===== src/rtl/conv_pkg.sv =====
// rtl/conv_pkg.sv - shared types and elaboration helpers for the convolution frame sequencer
package conv_pkg;

  typedef enum logic [1:0] {
    IDLE = 2'd0,
    RUN  = 2'd1,
    DONE = 2'd2
  } seqState_e;

  function automatic int calcAw(input int xs);
    return (xs > 2) ? $clog2(xs) : 1;
  endfunction

  function automatic int calcRw(input int ws);
    return (ws > 2) ? $clog2(ws) : 1;
  endfunction

  // Output map side length; elaboration-time only, never used on live coordinates.
  function automatic int calcOd(input int xs, input int ws, input int stride);
    return (xs - ws) / stride + 1;
  endfunction

endpackage


===== src/rtl/win_axis_cnt.sv =====
// rtl/win_axis_cnt.sv - one axis of window tracking: position, next target and output index
module win_axis_cnt #(
  parameter int N      = 32,
  parameter int WS     = 5,
  parameter int STRIDE = 1,
  parameter int AW     = 5
) (
  input  logic          iCLK,
  input  logic          iRSTn,
  input  logic          iClr,
  input  logic          iInc,
  input  logic          iAdv,
  input  logic          iRewind,
  output logic [AW-1:0] oPos,
  output logic [AW-1:0] oIdx,
  output logic          oHit
);

  localparam logic [AW:0]   TGT_INIT = (AW+1)'(WS - 1);
  localparam logic [AW:0]   TGT_STEP = (AW+1)'(STRIDE);
  localparam logic [AW-1:0] POS_LAST = AW'(N - 1);

  logic [AW-1:0] pos;
  logic [AW-1:0] idx;
  // One extra bit so a target stepped past the edge stays out of reach instead of aliasing.
  logic [AW:0]   tgt;

  assign oPos = pos;
  assign oIdx = idx;
  assign oHit = ({1'b0, pos} == tgt);

  always_ff @(posedge iCLK) begin
    if (!iRSTn || iClr) begin
      pos <= '0;
      idx <= '0;
      tgt <= TGT_INIT;
    end else begin
      if (iInc) begin
        pos <= (pos == POS_LAST) ? '0 : pos + AW'(1);
      end
      // A hit on the last column coincides with the row wrap; the wrap wins.
      if (iRewind) begin
        tgt <= TGT_INIT;
        idx <= '0;
      end else if (iAdv) begin
        tgt <= tgt + TGT_STEP;
        idx <= idx + AW'(1);
      end
    end
  end

endmodule


===== src/rtl/conv_frame_seq.sv =====
// rtl/conv_frame_seq.sv - start/busy/done frame sequencer driving line-buffer writes and window strobes
module conv_frame_seq
  import conv_pkg::*;
#(
  parameter int XS     = 32,
  parameter int WS     = 5,
  parameter int STRIDE = 1,
  parameter int AW     = calcAw(XS),
  parameter int RW     = calcRw(WS)
) (
  input  logic          iCLK,
  input  logic          iRSTn,
  input  logic          iStart,
  input  logic          iValid,
  output logic          oReady,
  input  logic          iStall,
  output logic          oLbWe,
  output logic [AW-1:0] oLbAddr,
  output logic [RW-1:0] oLbRow,
  output logic          oWinValid,
  output logic [AW-1:0] oOutRow,
  output logic [AW-1:0] oOutCol,
  output logic          oBusy,
  output logic          oDone
);

  localparam logic [AW-1:0] POS_LAST = AW'(XS - 1);
  localparam logic [RW-1:0] LBR_LAST = RW'(WS - 1);

  seqState_e     state;
  logic          accept;
  logic          startFrame;
  logic          colLast;
  logic          rowLast;
  logic          colHit;
  logic          rowHit;
  logic          winHit;
  logic [AW-1:0] colPos;
  logic [AW-1:0] rowPos;
  logic [AW-1:0] colIdx;
  logic [AW-1:0] rowIdx;

  assign oReady     = (state == RUN) && !iStall;
  assign accept     = iValid && oReady;
  assign oLbWe      = accept;
  assign oLbAddr    = colPos;
  assign oBusy      = (state != IDLE);
  assign oDone      = (state == DONE);
  assign startFrame = (state == IDLE) && iStart;
  assign colLast    = (colPos == POS_LAST);
  assign rowLast    = (rowPos == POS_LAST);
  assign winHit     = accept && rowHit && colHit;

  win_axis_cnt #(.N(XS), .WS(WS), .STRIDE(STRIDE), .AW(AW)) uColAxis (
    .iCLK    (iCLK),
    .iRSTn   (iRSTn),
    .iClr    (startFrame),
    .iInc    (accept),
    .iAdv    (winHit),
    .iRewind (accept && colLast),
    .oPos    (colPos),
    .oIdx    (colIdx),
    .oHit    (colHit)
  );

  win_axis_cnt #(.N(XS), .WS(WS), .STRIDE(STRIDE), .AW(AW)) uRowAxis (
    .iCLK    (iCLK),
    .iRSTn   (iRSTn),
    .iClr    (startFrame),
    .iInc    (accept && colLast),
    .iAdv    (accept && colLast && rowHit),
    .iRewind (1'b0),
    .oPos    (rowPos),
    .oIdx    (rowIdx),
    .oHit    (rowHit)
  );

  always_ff @(posedge iCLK) begin
    if (!iRSTn) begin
      state <= IDLE;
    end else begin
      case (state)
        IDLE:    if (iStart) state <= RUN;
        RUN:     if (accept && colLast && rowLast) state <= DONE;
        default: state <= IDLE;
      endcase
    end
  end

  // Physical line-buffer row rotates through WS slots as input rows complete.
  always_ff @(posedge iCLK) begin
    if (!iRSTn || startFrame) begin
      oLbRow <= '0;
    end else if (accept && colLast) begin
      oLbRow <= (oLbRow == LBR_LAST) ? '0 : oLbRow + RW'(1);
    end
  end

  always_ff @(posedge iCLK) begin
    if (!iRSTn) begin
      oWinValid <= 1'b0;
      oOutRow   <= '0;
      oOutCol   <= '0;
    end else begin
      oWinValid <= winHit;
      if (winHit) begin
        oOutRow <= rowIdx;
        oOutCol <= colIdx;
      end
    end
  end

endmodule


===== config.mk =====
export PLATFORM = sky130hd
export DESIGN_NAME = conv_frame_seq
export DESIGN_NICKNAME = d
export VERILOG_FILES = /design/src/rtl/conv_pkg.sv /design/src/rtl/win_axis_cnt.sv /design/src/rtl/conv_frame_seq.sv
export SDC_FILE = /design/constraint.sdc
export NUM_CORES = 1
export LEC_CHECK = 0
export CAP_MARGIN = 0
export CORE_ASPECT_RATIO = 1.5
export CORE_MARGIN = 5
export CORE_UTILIZATION = 50
export CTS_CLUSTER_SIZE = 20
export DETAILED_ROUTE_END_ITERATION = 10
export PLACE_DENSITY = 0.7
export SYNTH_ARGS = -nofsm -noshare
export SYNTH_HDL_FRONTEND = slang
export SYNTH_SLANG_ARGS = --single-unit

===== constraint.sdc =====
create_clock -name iCLK -period 3.5 [get_ports iCLK]
set_input_delay 0.35 -clock iCLK [delete_from_list [all_inputs] [get_ports iCLK]]
set_output_delay 0.35 -clock iCLK [all_outputs]
set_load 0.05 [all_outputs]

* After elaboration in Yosys (flattened, before gate mapping)
Cells that the tools add are included.
Storage, ports and cells: output and inout port bits 23, register bits 48, input bits 5
Cells by class: equality and inequality tests 9, reduce and logical (&&, ||, !) cells 15, multiplexer cells 6, add/sub/neg operators 7
Operators with widths (count):
- 5-bit by 1-bit adder with 5-bit output, second input constant | 4
- 6-bit by 1-bit adder with 6-bit output, second input constant | 2
- 5-bit by 6-bit == test with 1-bit output | 2
- 5-bit == test, second input constant | 2
- 5-bit 2-to-1 mux | 2
- 1-bit logical AND | 8
- 2-bit 2-to-1 mux | 2
- 2-bit one-hot mux with 2 select lines | 1
- 3-bit by 1-bit adder with 3-bit output, second input constant | 1
- 3-bit == test, second input constant | 1
- 3-bit 2-to-1 mux | 1
- 2-bit by 1-bit == test with 1-bit output, second input constant | 1
- 2-bit == test, second input constant | 1
- 1-bit logical NOT | 2
- 2-bit logical NOT | 1
- 2-bit by 1-bit inequality test with 1-bit output, second input constant | 1
- 2-bit inequality test, second input constant | 1
- 2-bit AND reduction | 1
- 2-bit nonzero test | 1
- 2-bit OR reduction | 1
- 1-bit logical OR | 1

* Longest topological paths before layout
depth after elaboration 7, depth in mapped cells 8

* Cells and area by module
From an unflattened synthesis, not the netlist that was laid out.
Unflattened totals: cell total of the unflattened synthesis 253, area, all modules 2304.7 um2
By module, submodules not included:
- win_axis_cnt | area each 753.2 um2, cells an instance 79, instances 2
- conv_frame_seq | area each 798.3 um2, cells an instance 95, instances 1

* Least setup slack after synthesis
No wires, ideal clock.
kind register to register, start point reg uColAxis.pos[2] (netlist: uColAxis.oPos[2]), end point reg oOutCol[4], clock period less this slack 2.350 ns, cell stages (with the launch flop) 7, slack 1.150 ns, arrival 2.279 ns, cell sequence dfxtp_1 -> xor2_1 -> or4_4 -> buf_6 -> nor4_4 -> buf_6 -> mux2i_1
On the way: longest elaborated chain between the ends 2
Ends and longest elaborated chain:
- start: declaration | line win_axis_cnt.sv:23 | logic [AW-1:0] pos;
- start signal: assignment | line win_axis_cnt.sv:39 | pos <= (pos == POS_LAST) ? '0 : pos + AW'(1);
- 5-bit by 6-bit == test with 1-bit output | line win_axis_cnt.sv:30 | assign oHit = ({1'b0, pos} == tgt);
- 1-bit logical AND | line conv_frame_seq.sv:52 | assign winHit = accept && rowHit && colHit;
- end signal: assignment | line conv_frame_seq.sv:108 | oOutCol <= colIdx;
- end: declaration | line conv_frame_seq.sv:22 | output logic [AW-1:0] oOutCol,
Every way passes these cells. A chain may end at the register's enable or synchronous reset.

* Worst setup path after layout
start point in iStall, end point out oLbWe
On the way: longest elaborated chain between the ends 3
Ends and longest elaborated chain:
- start: declaration | line conv_frame_seq.sv:16 | input logic iStall,
- 1-bit logical NOT | line conv_frame_seq.sv:43 | assign oReady = (state == RUN) && !iStall;
- 1-bit logical AND | line conv_frame_seq.sv:43
- 1-bit logical AND | line conv_frame_seq.sv:44 | assign accept = iValid && oReady;
- end: declaration | line conv_frame_seq.sv:17 | output logic oLbWe,
Every way passes these cells.

==> summary.md <==
| Metric | Value |
|---|---|
| Seq/Total Area, Yosys | `40.3%` |
| Primary FF master, synth | `dfxtp_1` |
| Clk_lat worst skew | `0.30 ns` |
| WS Path Type | `input port to output pin` |
| Final Hold Viols | `0` |
| Initial antenna violation count | `0` |
| Setup ws final | `0.904 ns` |
| Slew @ Worst Pin | `0.792 ns` |
| Clock Skews | `0.00745 ns` |
| Ports | `28` |
| Most frequent cell on the critical path | `clkdlybuf4s50_1` |
| F_max | `385 MHz` |
| Routed Antenna Nets | `0` |
| Share of the synthesized area in the top cell type | `40.3%` |
| CTS tree | `yes` |
| Core Area | `4580 um2` |
| Worst path arrival time | `2.25 ns` |
| Maxcap violations | `0` |
| Run status | `finished, final reports clean` |
| Layout cells sized above 1 | `5.02%` |
| Min-delay worst type | `register to register` |
| Initial drt markers | `79` |
| Worst setup SP type | `input port` |
| Area grow syn2layout | `17.8%` |
| H-tree levels | `2` |
| Yosys cell types | `41` |
| # DRC | `0` |
| Delay-heaviest family, CP | `buffers and inverters` |
| Mapped cell area | `2380 um2` |
| Grt total ovfl | `0` |
| Setup violators final | `0` |
| Vias/cell | `5.46` |
| Critical Path Sink | `oLbWe` |
| Synth top area cells | `dfxtp_1 40%, mux2i_1 8.8%, nand2_1 7.2%` |
| Post-DP HPWL | `3.56 mm` |
| Pre-CTS setup slack | `0.705 ns` |
| CTS Hold Bufs | `0` |
| Synth area leader | `dfxtp_1` |
| Max Transition Viols Final | `0` |
| Post_cts resized | `0` |
| Reg2reg setup slack | `1.12 ns` |
| Final Critical Period | `2.60 ns` |
| Pin count of the biggest net entering global routing | `24` |
| Die H | `94.6 um` |
| Ant. Diodes | `0` |
| Yosys reg bits | `48` |
| Total wire length | `4.84 mm` |
| Num CTS Buffers | `5` |
| Ys Warns | `0` |
| Syn avg cell area | `8.74 um2` |
| Worst IR drop on VDD | `248 uV` |
| Crit path capture type | `output pin` |
| DR vias | `1,983` |
| Relative slew slack | `47.2%` |
| Global Route Usage Sum | `16.9%` |
| WP data required | `3.15 ns` |
| Setup bufs post-CTS | `0` |
| GP Congestion | `0.822` |
| Final worst path period share | `74.2%` |
| Pwr Total | `0.987 mW` |
| Number of flops mapped to enable cells by yosys | `0` |
| R2R depth | `6` |
| Buffers & Inverters on Critical Path | `3` |
| Crit. path cell count | `4` |
| Initial core utilization | `52.1%` |
| Crit. Startpoint | `iStall` |
| Clock buffer depth | `2` |
| Die Area | `6280 um2` |
| Post-Syn Instances | `273` |
| Final TNS setup | `0 ns` |
| First drt pass iteration count | `4` |
| Syn nets | `288` |
| Global-route wire length before repair | `8.50 mm` |
| Non-Filler Instances | `363` |
| Wire per inst | `13.3 um` |
| R2R Path Start | `uColAxis.oPos[1]` |
| RSZ-0062 raised after global routing | `no` |
| Slowest-stage cell, CP | `clkdlybuf4s50_1` |
| Clock Sinks | `48` |
| FFs w/ async S/R, synth | `0%` |
| Vias in the first global route | `1,874` |
| Row cnt | `30` |
| CP cell instances | `clkdlybuf4s50_1 > nand4bb_1 > inv_2 > clkdlybuf4s50_1` |
| Nets | `313` |
| Number of port buffers | `27` |
| Slowest stage delay, CP | `0.86 ns` |
| RR Endpoint | `uRowAxis.oIdx[4]` |
| Die width | `66.4 um` |
| Crit Path Max Fanout | `17` |
| Reg clk slew, reported paths | `0.08 ns` |
| Cell count after placement | `355` |
| Root buf cell | `clkbuf_8` |
| Power Density | `351 nW/um2` |
| LEAKAGE | `0.938 nW` |
## area by class of cell
cell class,count,area (um2)
Clock buffer,6,72.6
Multi-Input combinational cell,205,1340
Clock inverter,2,35.0
Timing Repair Buffer,30,293
Sequential cell,48,961
Inverter,8,30.0
Tap cell,64,80.1
Fill cell,441,1770
## cell usage after synthesis (all sizes together), types with 2 or more instances
master and n:
clkbuf 8, ha 10, nor4 9, nor3 3, mux2i 21, nand2 46, nand3b 4, buf 4
dfxtp 48, nand2b 9, xor2 5, nand4 10, o21ai 7, or4 7, a21oi 18, xnor2 8
a31oi 2, o31ai 5, and2 2, or3 2, and3 7, nor2 9, inv 8, nand3 10
## kinds of logic (layout without fill, tap and decap cells)
group           after synthesis  count (layout)  synth area share, %
buf+inv                      20              46                 3.83
xor+xnor                     13              13                 4.77
mux                          21              21                 8.81
flops                        48              48                 40.3
compound gates               36              36                 8.71
simple gates                125             125                 28.3
fa+ha+maj                    10              10                 5.25
## layout by cell type (no fill, tap or decap), drive strengths merged, types with 2 or more instances in the layout
cell type	synthesis	final
nand3	10	10
o31ai	5	5
buf	4	3
nor2	9	9
nand3b	4	4
or3	2	2
clkdlybuf4s50	0	27
xor2	5	5
or4	7	7
clkbuf	8	6
nand2b	9	9
mux2i	21	21
nor3	3	3
and2	2	2
and3	7	7
a21oi	18	18
dfxtp	48	48
a31oi	2	2
xnor2	8	8
inv	8	8
ha	10	10
nor4	9	9
nand4	10	10
o21ai	7	7
nand2	46	46
## worst min-delay path: cells and delay by family (launching register included)
| family | cells | cell delay, ns |
|---|---|---|
| flops | 1 | 0.32 |
| mux | 1 | 0.05 |
| simple gates | 1 | 0.05 |
## how the worst min path moves through the flow
stage / end / cells after the start / slack (ns) / from
floorplan: uColAxis.oIdx[4] / 2 / 0.44 / uColAxis.oIdx[4]
global route: oOutCol[4] / 2 / 0.48 / oOutCol[4]
finish: oOutRow[2] / 2 / 0.46 / oOutRow[2]
global placement: oOutCol[0] / 2 / 0.44 / oOutCol[0]
detailed placement: oOutRow[0] / 2 / 0.45 / oOutRow[0]
CTS: oOutRow[0] / 2 / 0.46 / oOutRow[0]
## through the flow
step | instance area, um2 | hold WS, ns | util [%]
4_1_cts | 2810 | 0.464 | 61.3
2_1_floorplan | 2380 | 0.443 | -
6_report | 2810 | 0.458 | 61.3
3_5_place_dp | 2700 | 0.448 | 59.0
3_3_place_gp | 2700 | 0.441 | 59.0
5_1_grt | 2810 | 0.481 | 61.3
## registers in the layout, indices dropped and copies added, names as in the netlist, 3 cells and up
register and count:
uRowAxis.oIdx 5, uColAxis.oPos 5, uRowAxis.oPos 5, oOutCol 5, uColAxis.tgt 6, uColAxis.oIdx 5, uRowAxis.tgt 6, oOutRow 5
oLbRow 3
## routing by layer
metal,vias to the layer above,share of wire (%),track usage [%]
li1,1019,-,-
met1,911,43,19.5
met2,41,51,30.2
met3,12,3.3,3.10
met4,0,2.1,6.95
met5,-,0,0
## where the power goes
group	internal [mW]	switching, mW	leakage (nW)
Combinational	0.0152	0.0315	0.496
Sequential	0.547	0.00181	0.387
Clock	0.212	0.180	0.0552
Total	0.774	0.213	0.938
No activity file was read; power rests on OpenSTA's default activity.
